[src/rtl/shift_scheduler_if.sv]
`default_nettype none
// ============================================================================
// Module      : shift_scheduler_if
// Description : Two-requester shift request bus plus result handshake for
//               shift_scheduler. The slave side is the scheduler; the master
//               side is whoever issues requests and consumes results.
// Revision    : 1.0 - initial release
// ============================================================================
interface shift_scheduler_if #(
  parameter int N = 32
);
  // Requester A
  logic         a_valid;
  logic         a_ready;
  logic [N-1:0] a_in;
  logic [4:0]   a_shamt;
  logic [1:0]   a_op;

  // Requester B
  logic         b_valid;
  logic         b_ready;
  logic [N-1:0] b_in;
  logic [4:0]   b_shamt;
  logic [1:0]   b_op;

  // Result channel
  logic         out_valid;
  logic         out_ready;
  logic [N-1:0] out_data;
  logic         out_id;

  // Status
  logic         busy;

  modport slave (
    input  a_valid, a_in, a_shamt, a_op,
    input  b_valid, b_in, b_shamt, b_op,
    input  out_ready,
    output a_ready, b_ready,
    output out_valid, out_data, out_id,
    output busy
  );

  modport master (
    output a_valid, a_in, a_shamt, a_op,
    output b_valid, b_in, b_shamt, b_op,
    output out_ready,
    input  a_ready, b_ready,
    input  out_valid, out_data, out_id,
    input  busy
  );
endinterface
`default_nettype wire

[src/rtl/shift_scheduler.sv]
`default_nettype none
// ============================================================================
// Module      : shift_scheduler
// Description : Round-robin arbiter in front of a multi-cycle barrel shifter.
//               One accepted request is shifted over five fixed stages (one
//               per shamt bit, 1/2/4/8/16 positions) and the result is held
//               until the consumer takes it. Latency is constant at five
//               clock edges from accept to out_valid regardless of shamt.
// Revision    : 1.0 - initial release
// ============================================================================
module shift_scheduler #(
  parameter int N = 32
) (
  input  logic              clk,
  input  logic              rst_n,
  shift_scheduler_if.slave  bus
);

  localparam int              SHAMT_W    = 5;
  localparam int              CNT_W      = 3;
  localparam logic [CNT_W-1:0] LAST_STAGE = 3'd4;

  localparam logic [1:0] OP_SLL = 2'b00;
  localparam logic [1:0] OP_SRL = 2'b01;
  localparam logic [1:0] OP_SRA = 2'b10;

  typedef enum logic [1:0] {
    IDLE  = 2'd0,
    SHIFT = 2'd1,
    DONE  = 2'd2
  } state_t;

  state_t              r_state;
  logic [CNT_W-1:0]    r_cnt;
  logic                r_ptr;       // 0 = A has priority on a tie, 1 = B
  logic [N-1:0]        r_acc;
  logic [SHAMT_W-1:0]  r_shamt;
  logic [1:0]          r_op;
  logic                r_id;
  logic                r_sign;      // MSB of the captured operand, SRA fill
  logic                r_out_valid;
  logic [N-1:0]        r_out_data;
  logic                r_out_id;

  logic                w_idle;
  logic                w_grant_a;
  logic                w_grant_b;
  logic                w_accept_a;
  logic                w_accept_b;
  logic [N-1:0]        w_stage_shifted;
  logic [N-1:0]        w_stage_val;

  // One shift stage: move val by 2^k positions according to op. Op 11 falls
  // into the default branch and therefore behaves as SLL.
  function automatic logic [N-1:0] stage_shift(
    input logic [N-1:0]     val,
    input logic [CNT_W-1:0] k,
    input logic [1:0]       op,
    input logic             sign
  );
    logic [SHAMT_W:0] amt;
    logic [N-1:0]     fill;
    amt  = {{SHAMT_W{1'b0}}, 1'b1} << k;
    // Ones in the vacated upper positions when the original operand was negative
    fill = sign ? ~({N{1'b1}} >> amt) : {N{1'b0}};
    case (op)
      OP_SRL:  stage_shift = val >> amt;
      OP_SRA:  stage_shift = (val >> amt) | fill;
      default: stage_shift = val << amt;
    endcase
  endfunction

  // Arbitration: a lone requester always wins; on a tie the pointer decides.
  // Grants are combinational so ready follows valid in the same cycle.
  always_comb begin
    w_idle     = (r_state == IDLE);
    w_grant_a  = bus.a_valid & (~bus.b_valid | ~r_ptr);
    w_grant_b  = bus.b_valid & (~bus.a_valid |  r_ptr);
    w_accept_a = w_idle & w_grant_a;
    w_accept_b = w_idle & w_grant_b;
  end

  // Datapath for the stage selected by the counter; a clear shamt bit holds
  // the accumulator so every shamt costs the same five edges.
  always_comb begin
    w_stage_shifted = stage_shift(r_acc, r_cnt, r_op, r_sign);
    w_stage_val     = r_shamt[r_cnt] ? w_stage_shifted : r_acc;
  end

  // Control FSM with captured request, accumulator and registered result.
  always_ff @(posedge clk or negedge rst_n) begin
    if (!rst_n) begin
      r_state     <= IDLE;
      r_cnt       <= '0;
      r_ptr       <= 1'b0;
      r_acc       <= '0;
      r_shamt     <= '0;
      r_op        <= '0;
      r_id        <= 1'b0;
      r_sign      <= 1'b0;
      r_out_valid <= 1'b0;
      r_out_data  <= '0;
      r_out_id    <= 1'b0;
    end else begin
      case (r_state)
        IDLE: begin
          // Capture the granted request; inputs are ignored from here on
          if (w_accept_a) begin
            r_acc   <= bus.a_in;
            r_shamt <= bus.a_shamt;
            r_op    <= bus.a_op;
            r_id    <= 1'b0;
            r_sign  <= bus.a_in[N-1];
            r_cnt   <= '0;
            r_state <= SHIFT;
          end else if (w_accept_b) begin
            r_acc   <= bus.b_in;
            r_shamt <= bus.b_shamt;
            r_op    <= bus.b_op;
            r_id    <= 1'b1;
            r_sign  <= bus.b_in[N-1];
            r_cnt   <= '0;
            r_state <= SHIFT;
          end
        end

        SHIFT: begin
          r_acc <= w_stage_val;
          r_cnt <= r_cnt + 3'd1;
          // The last stage result goes straight to the output register so
          // out_valid rises on this same edge
          if (r_cnt == LAST_STAGE) begin
            r_state     <= DONE;
            r_out_valid <= 1'b1;
            r_out_data  <= w_stage_val;
            r_out_id    <= r_id;
          end
        end

        DONE: begin
          // Result held until taken; then hand priority to the other side
          if (bus.out_ready) begin
            r_state     <= IDLE;
            r_out_valid <= 1'b0;
            r_out_data  <= '0;
            r_out_id    <= 1'b0;
            r_ptr       <= ~r_id;
          end
        end

        default: begin
          r_state <= IDLE;
        end
      endcase
    end
  end

  assign bus.a_ready   = w_accept_a;
  assign bus.b_ready   = w_accept_b;
  assign bus.out_valid = r_out_valid;
  assign bus.out_data  = r_out_data;
  assign bus.out_id    = r_out_id;
  assign bus.busy      = (r_state != IDLE);

endmodule
`default_nettype wire

[src/flat_wrapper.sv]
// flat-port wrapper written by rule: the top's interface ports become plain ports
module shift_scheduler_flat 
#(
  parameter int N = 32
)
  (clk, rst_n, bus_a_valid, bus_a_in, bus_a_shamt, bus_a_op, bus_b_valid, bus_b_in, bus_b_shamt, bus_b_op, bus_out_ready, bus_a_ready, bus_b_ready, bus_out_valid, bus_out_data, bus_out_id, bus_busy);
  shift_scheduler_if #(.N(N)) bus_i ();
  input  logic clk;
  input  logic rst_n;
  input wire logic [$bits(bus_i.a_valid)-1:0] bus_a_valid;
  input wire logic [$bits(bus_i.a_in)-1:0] bus_a_in;
  input wire logic [$bits(bus_i.a_shamt)-1:0] bus_a_shamt;
  input wire logic [$bits(bus_i.a_op)-1:0] bus_a_op;
  input wire logic [$bits(bus_i.b_valid)-1:0] bus_b_valid;
  input wire logic [$bits(bus_i.b_in)-1:0] bus_b_in;
  input wire logic [$bits(bus_i.b_shamt)-1:0] bus_b_shamt;
  input wire logic [$bits(bus_i.b_op)-1:0] bus_b_op;
  input wire logic [$bits(bus_i.out_ready)-1:0] bus_out_ready;
  output wire logic [$bits(bus_i.a_ready)-1:0] bus_a_ready;
  output wire logic [$bits(bus_i.b_ready)-1:0] bus_b_ready;
  output wire logic [$bits(bus_i.out_valid)-1:0] bus_out_valid;
  output wire logic [$bits(bus_i.out_data)-1:0] bus_out_data;
  output wire logic [$bits(bus_i.out_id)-1:0] bus_out_id;
  output wire logic [$bits(bus_i.busy)-1:0] bus_busy;
  assign bus_i.a_valid = bus_a_valid;
  assign bus_i.a_in = bus_a_in;
  assign bus_i.a_shamt = bus_a_shamt;
  assign bus_i.a_op = bus_a_op;
  assign bus_i.b_valid = bus_b_valid;
  assign bus_i.b_in = bus_b_in;
  assign bus_i.b_shamt = bus_b_shamt;
  assign bus_i.b_op = bus_b_op;
  assign bus_i.out_ready = bus_out_ready;
  assign bus_a_ready = bus_i.a_ready;
  assign bus_b_ready = bus_i.b_ready;
  assign bus_out_valid = bus_i.out_valid;
  assign bus_out_data = bus_i.out_data;
  assign bus_out_id = bus_i.out_id;
  assign bus_busy = bus_i.busy;
  shift_scheduler #(.N(N)) u_core (.clk(clk), .rst_n(rst_n), .bus(bus_i));
endmodule
[config.mk]
export PLATFORM = sky130hd
export DESIGN_NAME = shift_scheduler_flat
export DESIGN_NICKNAME = d
export VERILOG_FILES = /design/src/rtl/shift_scheduler_if.sv /design/src/rtl/shift_scheduler.sv /design/src/flat_wrapper.sv
export SDC_FILE = /design/constraint.sdc
export NUM_CORES = 1
export LEC_CHECK = 0
export CORE_MARGIN = 2
export CORE_UTILIZATION = 30
export CTS_CLUSTER_SIZE = 25
export DETAILED_ROUTE_END_ITERATION = 10
export PLACE_DENSITY = 0.46
export SLEW_MARGIN = 5
export SYNTH_ARGS = -nofsm -noshare
export SYNTH_HDL_FRONTEND = slang
export SYNTH_SLANG_ARGS = --single-unit
[constraint.sdc]
create_clock -name clk -period 3.5 [get_ports clk]
set_input_delay 0.35 -clock clk [delete_from_list [all_inputs] [get_ports clk]]
set_output_delay 0.35 -clock clk [all_outputs]
set_load 0.05 [all_outputs]
# --- Word level (Yosys, flattened, before mapping) ---
# Cells that the tools add are included.
# W data, S select, Z words.
word_totals:
  word_cells: 79
  input_bits: 83
  reg_bits: 81
  out_inout_bits: 37
op_classes:
  reduce_logical: 10
  n_eq_ne: 8
  shift: 4
  n_addsub: 1
  muxes: 32
  bitwise_logic: 12
  n_lt_le_gt_ge: 1
ops:
  columns: ["operator", "count"]
  rows:
  - ["$mux W32", 6]
  - ["$pmux W32 S2", 3]
  - ["$not A32 Y32", 1]
  - ["$or A32 B32 Y32", 1]
  - ["$shl A32 B6 Y32", 1]
  - ["$shr A32 B6 Y32", 1]
  - ["$shr A32 B6 Y32 const A", 1]
  - ["$mux W2", 6]
  - ["$mux W5", 2]
  - ["$mux W1", 8]
  - ["$reduce_bool A2 Y1", 4]
  - ["$mux W3", 2]
  - ["$pmux W2 S3", 1]
  - ["$pmux W3 S2", 1]
  - ["$reduce_and A2 Y1", 3]
  - ["$reduce_and A3 Y1", 2]
  - ["$shl A1 B3 Y6 const A", 1]
  - ["$and A1 B1 Y1", 4]
  - ["$eq A2 B1 Y1 const B", 2]
  - ["$eq A2 B2 Y1 const B", 2]
  - ["$lt A3 B4 Y1 const B", 1]
  - ["$not A1 Y1", 4]
  - ["$pmux W1 S2", 2]
  - ["$add A3 B1 Y3 const B", 1]
  - ["7 further kinds", 8]

# --- Longest topological paths before layout ---
# Gate-level depths: netlist (run 1).
depth:
  depth_word: 9
  ltp_mapped: 14
  depth_no_buf: 9

# --- Worst setup path before layout (run 1) ---
# Ideal clock, no wire load.
synth_timing:
  path_kind: "register -> register"
  from: "register u_core.r_cnt[2]"
  to: "register u_core.r_out_data[4] (netlist: u_core.bus.out_data[4])"
  synth_period_minus_slack_ns: 2.816
  path_stages_with_launch: 12
  arrival_ns: 2.687
  path_slack_ns: 0.684
  setup_ns: 0.129
  n_path_buf: 6
  path_cell_list: "dfrtp_1 -> buf_4 -> buf_6 -> clkinv_1 -> clkbuf_1 -> ha_1 -> clkbuf_1 -> clkbuf_1 -> clkbuf_1 -> a21oi_1 -> o311ai_0 -> nand2_1"
synth_between:
  elab_chain_cells: 9
  elab_cells_between_ends: 16
  cone_classes: "eq/ne (2); shift (4); mux (7); bitwise (2); reduce/logical (1)"
synth_rtl:
  columns: ["item", "line_no", "source"]
  rows:
  - ["from (decl)", "shift_scheduler.sv:34", "logic [CNT_W-1:0] r_cnt;"]
  - ["from (signal assigned)", "shift_scheduler.sv:129", "r_cnt <= r_cnt + 3'd1;"]
  - ["$shl A1 B3 Y6", "shift_scheduler.sv:63", "amt = {{SHAMT_W{1'b0}}, 1'b1} << k;"]
  - ["$shr A32 B6 Y32", "shift_scheduler.sv:65", "fill = sign ? ~({N{1'b1}} >> amt) : {N{1'b0}};"]
  - ["$not A32 Y32", "shift_scheduler.sv:65", null]
  - ["$mux W32", "shift_scheduler.sv:65", null]
  - ["$or A32 B32 Y32", "shift_scheduler.sv:68", "OP_SRA: stage_shift = (val >> amt) | fill;"]
  - ["$pmux W32 S2", "shift_scheduler.sv:66", "case (op)"]
  - ["$mux W32", "shift_scheduler.sv:87", "w_stage_val = r_shamt[r_cnt] ? w_stage_shifted : r_acc;"]
  - ["$mux W32", "shift_scheduler.sv:132", "if (r_cnt == LAST_STAGE) begin"]
  - ["$pmux W32 S2", "shift_scheduler.sv:105", "case (r_state)"]
  - ["to (signal assigned)", "shift_scheduler.sv:135", "r_out_data <= w_stage_val;"]
  - ["to (decl)", "shift_scheduler.sv:42", "logic [N-1:0] r_out_data;"]
# Several ways; a longest one is shown, not always the timed one. The select of a mux whose other input is x is not followed.
# A chain may end at the register's enable or synchronous reset.

# --- Final worst setup path (run 1) ---
layout_timing:
  from: "register u_core.r_cnt[0]"
  to: "register u_core.r_acc[23]"
layout_between:
  elab_chain_cells: 8
  elab_cells_between_ends: 12
  cone_classes: "shift (4); mux (6); bitwise (2)"
layout_rtl:
  columns: ["item", "line_no", "source"]
  rows:
  - ["$shl A1 B3 Y6", "shift_scheduler.sv:63", null]
  - ["$shr A32 B6 Y32", "shift_scheduler.sv:65", null]
  - ["$not A32 Y32", "shift_scheduler.sv:65", null]
  - ["$mux W32", "shift_scheduler.sv:65", null]
  - ["$or A32 B32 Y32", "shift_scheduler.sv:68", null]
  - ["$pmux W32 S2", "shift_scheduler.sv:66", null]
  - ["$mux W32 (*)", "shift_scheduler.sv:87", null]
  - ["$pmux W32 S2 (*)", "shift_scheduler.sv:105", null]
  - ["to (signal assigned)", "shift_scheduler.sv:109", "r_acc <= bus.a_in;"]
  - ["to (signal assigned)", "shift_scheduler.sv:117", "r_acc <= bus.b_in;"]
  - ["to (signal assigned)", "shift_scheduler.sv:128", "r_acc <= w_stage_val;"]
  - ["to (decl)", "shift_scheduler.sv:36", "logic [N-1:0] r_acc;"]
# Every way passes the cells marked *; elsewhere a longest branch is shown, timed or not. The select of a mux whose other input is x is not followed.

==> results of run 1 <==
per-stage QoR:
step	std cells	worst slack [ns]	util	hold WS (ns)	area, um^2
after floorplan	1201	0.684	-	0.0544	9050
after global placement	1766	0.158	0.394	0.414	11700
after detailed placement	1766	0.136	0.394	0.419	11700
after CTS	1782	0.116	0.403	0.0324	12000
after global routing	1782	0.0124	0.404	0.0439	12000
final	1782	0.0889	0.404	0.00427	12000
routing by layer:
metal,GRT usage,part of all wire,routed length [um]
met5,0,0.00020,11
met4,0.140,0.043,2330
met3,0.0799,0.11,5740
met2,0.505,0.42,22800
met1,0.476,0.43,22900
worst max path at each step:
stage                    start                endpoint  cells past startpoint
2_1_floorplan  u_core.r_cnt[2]  u_core.bus.out_data[4]                     11
3_3_place_gp   u_core.r_cnt[0]        u_core.r_acc[27]                     11
3_5_place_dp   u_core.r_cnt[0]        u_core.r_acc[13]                     11
4_1_cts        u_core.r_cnt[0]        u_core.r_acc[27]                     11
5_1_grt        u_core.r_cnt[0]        u_core.r_acc[23]                     13
6_report       u_core.r_cnt[0]        u_core.r_acc[23]                     13
registers in the layout, indices dropped and copies added, names as in the netlist:
| signal | count |
|---|---|
| u_core.bus.out_data | 32 |
| u_core.r_acc | 32 |
| u_core.r_shamt | 5 |
| u_core.r_cnt | 3 |
| u_core.r_op | 2 |
| u_core.r_state | 2 |
| u_core.bus.out_id | 1 |
| u_core.bus.out_valid | 1 |
| u_core.r_id | 1 |
| u_core.r_ptr | 1 |
| u_core.r_sign | 1 |
critical path: cells and delay by family, from the launching register on:
kind	cells	cell delay (ns)
adder cells (fa/ha/maj)	1	0.22
flip-flops	1	0.38
multiplexers	2	0.75
buffers and inverters	5	0.88
AO/OA/AOI/OAI	4	0.93
AND/OR/NAND/NOR	1	0.07
cell type report:
cell class	instances	share of cell area
inverter	23	0.00719
timing repair buffer	312	0.232
sequential	81	0.169
clock buffer	11	0.0211
tap	390	0.0406
multi-input combinational	960	0.527
clock inverter	5	0.00313
cell usage in the layout, fill, tap and decap left out, types with 17 or more instances in the layout:
cell and n:
o22ai_1 30, o211ai_1 21, buf_4 183, mux2_2 20, nand3_1 26, dfrtp_1 80
nand2_1 184, nor2_1 83, mux4_2 20, inv_1 22, nor3_1 22, nand2b_1 17
mux2i_1 57, a21oi_1 74, o21ai_0 115, a31oi_1 32, clkdlybuf4s50_1 117
kinds of logic (layout without fill, tap and decap cells):
family	after synthesis	count (layout)	share of synthesized area
muxes	97	97	0.138
and+or+nand+nor	417	417	0.218
DFF	81	81	0.224
AOI/OAI and AO/OA	436	436	0.324
adders and majority gates	10	10	0.0138
buffers and inverters	160	351	0.0821
==> reports/results.tsv, run 1 <==
metric	value	unit
status	complete, no violations	
CP max stage cell	mux2i_1	
drt first-iter violations	1543	
RSZ-0062 raised after global routing	false	
H-tree depth	3	
Layout area overhead	32.6	%
ys flop type	dfrtp_1	
syn nets	1294	
FF-to-FF Start	u_core.r_cnt[0]	
R2R depth	13	
largest net degree at the start of global routing	49	
initial core utilization	0.305	
ys async rst share	1.00	
max-cap viol count	0	
Pre-antenna DRT Iters	9	
Antenna Nets Post-Route	0	
Ys Warns	0	
CTS tree	yes	
Root Driver	clkbuf_16	
Yosys top cell area share	0.224	
setup bufs post-CTS	0	
worst-skew pair later-pin latency	0.36	ns
critical-path cell list	inv_1, buf_4, ha_4, buf_12, buf_12, mux2i_1, o22ai_1, a31oi_1, mux2_2, nor2_1, a2111oi_2, buf_4, a222oi_1	
top cells by area, synth	dfrtp_1, nand2_1, o21ai_0	
Clock Skew	0.00666	ns
GP Congestion	1.05	
Max Slew Vio Count	0	
initial antenna violation count	1	
crit path launch type	flip-flop	
Seq/Total Area, Yosys	0.224	
syn_area_per_cell	7.54	um^2
Vias/cell	6.38	
fraction of layout instances using a drive strength above 1	0.205	
Fin. Hold Viols	0	
Multi-input gate area	0.00633	mm^2
clk buf depth	2	
number of inserted diodes	0	
core area	0.0297	mm^2
Vias	11367	
area leader, netlist	dfrtp_1	
DP HPWL	41.8	mm
Reg area	0.00203	mm^2
Mapped Area	0.00905	mm^2
max frequency	0.293	GHz
total CTS buffers	9	
clock-pin slew of the registers on the worst-case setup and hold paths	0.07	ns
total die area	0.0316	mm^2
# fillers	3071	
number of global-route vias before repair	11153	
global-route wire length before repair	78.2	mm
Post-synth top cells	nand2_1, o21ai_0, nor2_1	
Syn Inst Count	1201	
Die X	178	um
IO buf count	119	
Worst EP arrival	3.59	ns
# IOs	120	
synthesized flop and latch total	81	
crit path max fanout	18	
worst stage delay on the critical path	0.45	ns
FP Rows	63	
PostCTS Resize Cnt	0	
CP Data Required Time	3.68	ns
period utilisation layout	0.975	
relative slew slack	0.376	
chip height	178	um
Final setup viols	0	
DR DRC count	0	
drt total wl	53.8	mm
GRT Overall Usage	0.342	
worst reg2reg endpoint	u_core.r_acc[23]	
WS Path Type	reg -> reg	
R2R setup slack	0.09	ns
min-delay worst type	in -> async	
hold buffer count at cts	0	
CTS sink count	81	
Tmin final	3.41	ns
Worst-Margin Slew	0.936	ns
Fin Setup TNS	0	ns
Post-synth EDFFs	0	
Nets	1480	
distinct cell type count after synthesis	89	
most frequent cell after synthesis	nand2_1	
grt total ovfl	0	
WL per Instance	30.2	um
Critical Path End Type	flip-flop	
Power of run 1 is not shown: default switching activity piles up to over one toggle a cycle in this logic, so the estimate is an artifact.
==> inputs of run 2 (changes only) <==
--- a/config.mk
+++ b/config.mk
@@ -5,11 +5,11 @@
 export SDC_FILE = /design/constraint.sdc
 export NUM_CORES = 1
 export LEC_CHECK = 0
-export CORE_MARGIN = 2
 export CORE_UTILIZATION = 30
 export CTS_CLUSTER_SIZE = 25
 export DETAILED_ROUTE_END_ITERATION = 10
 export PLACE_DENSITY = 0.46
+export RECOVER_POWER = 50
 export SLEW_MARGIN = 5
 export SYNTH_ARGS = -nofsm -noshare
 export SYNTH_HDL_FRONTEND = slang
==> run 2 against run 1 <==
  * Worst hold slack gained 0.48 ns
  * The run now ends with capacitance limit, slew limit left
  * Via count shrank 0.62%
  * Worst setup slack lost 0.031 ns
  * Largest cell class unchanged
  * Global-route usage grew 0.67 points
==> reports/results.tsv, run 2 (synthesized netlist as in run 1, its figures left out) <==
metric	value	unit
initial core utilization	0.306	
core area	0.0296	mm^2
grt total ovfl	0	
Nets	1462	
final non-filler cell total	1763	
clock-pin slew of the registers on the worst-case setup and hold paths	0.07	ns
worst stage delay on the critical path	0.55	ns
Tmin final	3.44	ns
crit path max fanout	43	
DR DRC count	0	
worst-skew pair later-pin latency	0.36	ns
period utilisation layout	0.983	
Fin Setup TNS	0	ns
CTS sink count	81	
CP max stage cell	or3b_2	
total CTS buffers	9	
commonest cells after routing, fill and taps aside	nand2_1, buf_4, o21ai_0, clkdlybuf4s50_1, nor2_1	
max-cap viol count	2	
min-delay worst type	reg -> reg	
relative slew slack	-1.19	
CP Data Required Time	3.77	ns
Worst-Margin Slew	3.28	ns
Worst Path Buf+Inv	3	
Pre-antenna DRT Iters	6	
Final setup viols	0	
critical-path cell list	inv_1, ha_4, buf_12, or3b_2, nor2_1, a221oi_2, o21ai_0, a21oi_1, buf_4, nand4_1, a21boi_0	
H-tree depth	3	
status	complete, but fails checks	
Critical Path End Type	flip-flop	
drt total wl	53.9	mm
met2 usage	0.518	
GR peak layer	met2	
Worst Hold Launch	u_core.bus.out_data[9]	
final instance area	0.0119	mm^2
largest net degree at the start of global routing	51	
drt first-iter violations	1385	
failing checks	capacitance limit, slew limit	
GRT Overall Usage	0.348	
FF-to-FF Start	u_core.r_cnt[1]	
Die X	176	um
Worst EP arrival	3.71	ns
hold buffer count at cts	0	
chip height	176	um
WL per Instance	30.6	um
crit path launch type	flip-flop	
CTS tree	yes	
RSZ-0062 raised after global routing	false	
Max Slew Vio Count	88	
worst setup path startpoint	u_core.r_cnt[1]	
number of global-route vias before repair	10875	
max frequency	0.291	GHz
GR Util met1	0.482	
clk buf depth	2	
critical path's top delay family	compound AO/OA/AOI/OAI gates	
Clock Skew	0.00853	ns
fraction of layout instances using a drive strength above 1	0.194	
slack of the critical path	0.0581	ns
placed cell areas	0.0116	mm^2
most common cell after layout, fill and taps aside	nand2_1	
# IOs	120	
number of inserted diodes	0	
DP Cell Count	1748	
DP HPWL	41.6	mm
IO buf count	119	
global-route wire length before repair	77.7	mm
total die area	0.0309	mm^2
Vias	11296	
initial antenna violation count	1	
M3 GR Usage	0.0621	
Vias/cell	6.41	
Antenna Nets Post-Route	0	
Fin. Hold Viols	0	
Root Driver	clkbuf_16	
Layout area overhead	31.1	%
FP Rows	63	
WS Path Type	reg -> reg	
worst slack, placed	-0.0872	ns
setup bufs post-CTS	0	
GP Congestion	1.06	
==> run 2: what timing repair did <==
item / 4_1_cts / 5_1_grt
setup endpoints to repair: 4 / 21
hold endpoints to repair: 0 / 0
resized for setup: 2 / 8
==> run 2: layer usage <==
metal | routed length [um] | part of all wire | vias to the layer above
li1 | - | - | 4844
met1 | 23000 | 0.43 | 5536
met2 | 23000 | 0.43 | 764
met3 | 5090 | 0.094 | 152
met4 | 2810 | 0.052 | 0
met5 | 0 | 0 | -
==> run 2: area by class of cell <==
class	instances	area, um^2
fill	3150	17800
sequential	81	2030
tap	390	488
timing repair buffer	294	2630
clock buffer	11	253
multi-input combinational	960	6360
clock inverter	4	26.3
inverter	23	86.3
==> run 2: worst register-to-register path, delay by kind of cell, from the launching register on <==
family	cells	cell delay (ns)
AOI/OAI and AO/OA	4	1.03
and+or+nand+nor	3	0.84
buffers and inverters	3	0.71
DFF	1	0.47
adders and majority gates	1	0.30
==> run 2: worst paths after layout <==
| path | slack (ns) | to | cells after the start |
|---|---|---|---|
| max in group asynchronous | 0.56 | u_core.r_sign | 1 |
| min in group asynchronous | 1.08 | u_core.r_acc[1] | 1 |
| setup reg to reg | 0.06 | u_core.bus.out_data[19] | 11 |
| hold reg to reg | 0.48 | u_core.bus.out_data[9] | 2 |
| setup / recovery | 0.06 | u_core.bus.out_data[19] | 11 |
| hold / removal | 0.48 | u_core.bus.out_data[9] | 2 |
==> run 2: metrics by stage <==
stage          hold WS, ns   util
5_1_grt              0.519  0.401
6_report             0.480  0.401
2_1_floorplan       0.0544      -
4_1_cts             0.0769  0.400
3_3_place_gp         0.446  0.390
3_5_place_dp         0.452  0.390
Power of run 2 is left out for the same reason.
==> inputs of run 3 (changes only) <==
--- a/config.mk
+++ b/config.mk
@@ -9,7 +9,6 @@
 export CTS_CLUSTER_SIZE = 25
 export DETAILED_ROUTE_END_ITERATION = 10
 export PLACE_DENSITY = 0.46
-export RECOVER_POWER = 50
 export SLEW_MARGIN = 5
 export SYNTH_ARGS = -nofsm -noshare
 export SYNTH_HDL_FRONTEND = slang
==> run 3 against run 2 <==
  * The flow now finishes without violations
  * Global-route usage stayed put
  * Die area stayed put
  * Clock-buffer cell count stayed put
  * Register-to-register slack better by 0.02 ns
  * Final cell count stayed put
  * Largest cell class unchanged
  * Fmax is 0.56% higher
  * Via count is 0.41% higher
  * Flip-flop and latch count stayed put
  * Sequential share of layout area hardly changed
==> reports/results.tsv, run 3 (synthesized netlist as in run 1, its figures left out) <==
metric	value	unit
critical-path cell list	inv_1, ha_4, buf_12, or3_1, nand2_2, a221oi_2, o21ai_0, a311o_1, a221o_1	
min-delay worst type	in -> async	
CTS sink count	81	
crit path max fanout	43	
Worst Path Buf+Inv	2	
clk buf depth	2	
drt first-iter violations	1367	
Root Driver	clkbuf_16	
Final setup viols	0	
number of global-route vias before repair	10875	
drt total wl	53.6	mm
IO buf count	119	
DP HPWL	41.6	mm
chip height	176	um
fraction of layout instances using a drive strength above 1	0.197	
CTS tree	yes	
H-tree depth	3	
worst-skew pair later-pin latency	0.36	ns
global-route wire length before repair	77.7	mm
placed cell areas	0.0116	mm^2
relative slew slack	0.374	
total CTS buffers	9	
FP Rows	63	
Vias	11342	
Max Slew Vio Count	0	
grt total ovfl	0	
Nets	1462	
Hold Slack	0.0429	ns
Fin. Hold Viols	0	
Tmin final	3.42	ns
WS Path Type	reg -> reg	
WL per Instance	30.4	um
core area	0.0296	mm^2
Layout area overhead	31.3	%
critical path's top delay family	compound AO/OA/AOI/OAI gates	
number of inserted diodes	0	
worst stage delay on the critical path	0.48	ns
status	complete, no violations	
Critical Path End Type	flip-flop	
commonest cells after routing, fill and taps aside	nand2_1, buf_4, clkdlybuf4s50_1, o21ai_0, nor2_1	
crit path launch type	flip-flop	
GP Congestion	1.06	
Worst EP arrival	3.66	ns
Worst-Margin Slew	0.938	ns
Vias/cell	6.43	
final instance area	0.0119	mm^2
Pre-antenna DRT Iters	7	
total die area	0.0309	mm^2
max-cap viol count	0	
DR DRC count	0	
initial core utilization	0.306	
largest net degree at the start of global routing	51	
most common cell after layout, fill and taps aside	nand2_1	
# IOs	120	
GRT Overall Usage	0.348	
Clock Skew	0.0120	ns
RSZ-0062 raised after global routing	false	
Antenna Nets Post-Route	0	
initial antenna violation count	1	
hold buffer count at cts	0	
max frequency	0.292	GHz
Die X	176	um
CP max stage cell	a311o_1	
period utilisation layout	0.978	
clock-pin slew of the registers on the worst-case setup and hold paths	0.07	ns
CP Data Required Time	3.74	ns
-- run 3: changes by cell type in the layout (fill, tap and decap cells not counted), moves of 2 or more --
cell / change
dlygate4sd3_1: -12
clkbuf_2: -2
clkbuf_1: -4
buf_4: +6
clkdlybuf4s50_1: +12
-- run 3: final timing paths --
path	start	to	slack, ns	cells past startpoint
max in group asynchronous	rst_n	u_core.bus.out_data[14]	2.72	2
setup / recovery	u_core.r_cnt[1]	u_core.r_acc[27]	0.08	9
min in group clk	u_core.bus.out_data[9]	u_core.bus.out_data[9]	0.49	2
setup reg to reg	u_core.r_cnt[1]	u_core.r_acc[27]	0.08	9
hold reg to reg	u_core.bus.out_data[9]	u_core.bus.out_data[9]	0.49	2
hold / removal	rst_n	u_core.r_acc[1]	0.04	1
-- run 3: area by class of cell --
class,count,area [um^2]
clock buffers,11,253
repair buffers,294,2650
clock inverters,4,26.3
inverters,23,86.3
fillers,3145,17700
multi-input cells,960,6360
flip-flops and latches,81,2030
well taps,390,488
-- run 3: stage by stage --
stage          TNS (ns)  setup slack [ns]   util  instances
2_1_floorplan         0             0.684      -       1201
3_3_place_gp          0            0.0322  0.390       1748
3_5_place_dp     -0.103           -0.0872  0.390       1748
4_1_cts               0            0.0301  0.400       1763
5_1_grt               0           0.00149  0.401       1763
6_report              0            0.0772  0.401       1763
-- run 3: metal layers --
layer  global-route usage  up-vias  share of wire
met5                    0        -              0
li1                     -     4845              -
met1                0.482     5532           0.43
met4                0.174        0          0.054
met2                0.518      787           0.42
met3               0.0621      178          0.094
-- run 3: what timing repair did --
action                     4_1_cts  5_1_grt
hold endpoints to repair         0        0
gates resized for setup          2        8
setup endpoints to repair        4       21
cloned                           0        0
setup buffers                    0        0
-- run 3: worst register-to-register path: stages (launching register included) --
cell	delay (ns)
dfrtp_2	0.47
inv_1	0.21
ha_4	0.30
buf_12	0.28
or3_1	0.40
nand2_2	0.13
a221oi_2	0.40
o21ai_0	0.28
a311o_1	0.48
a221o_1	0.36
Power of run 3 is left out for the same reason.
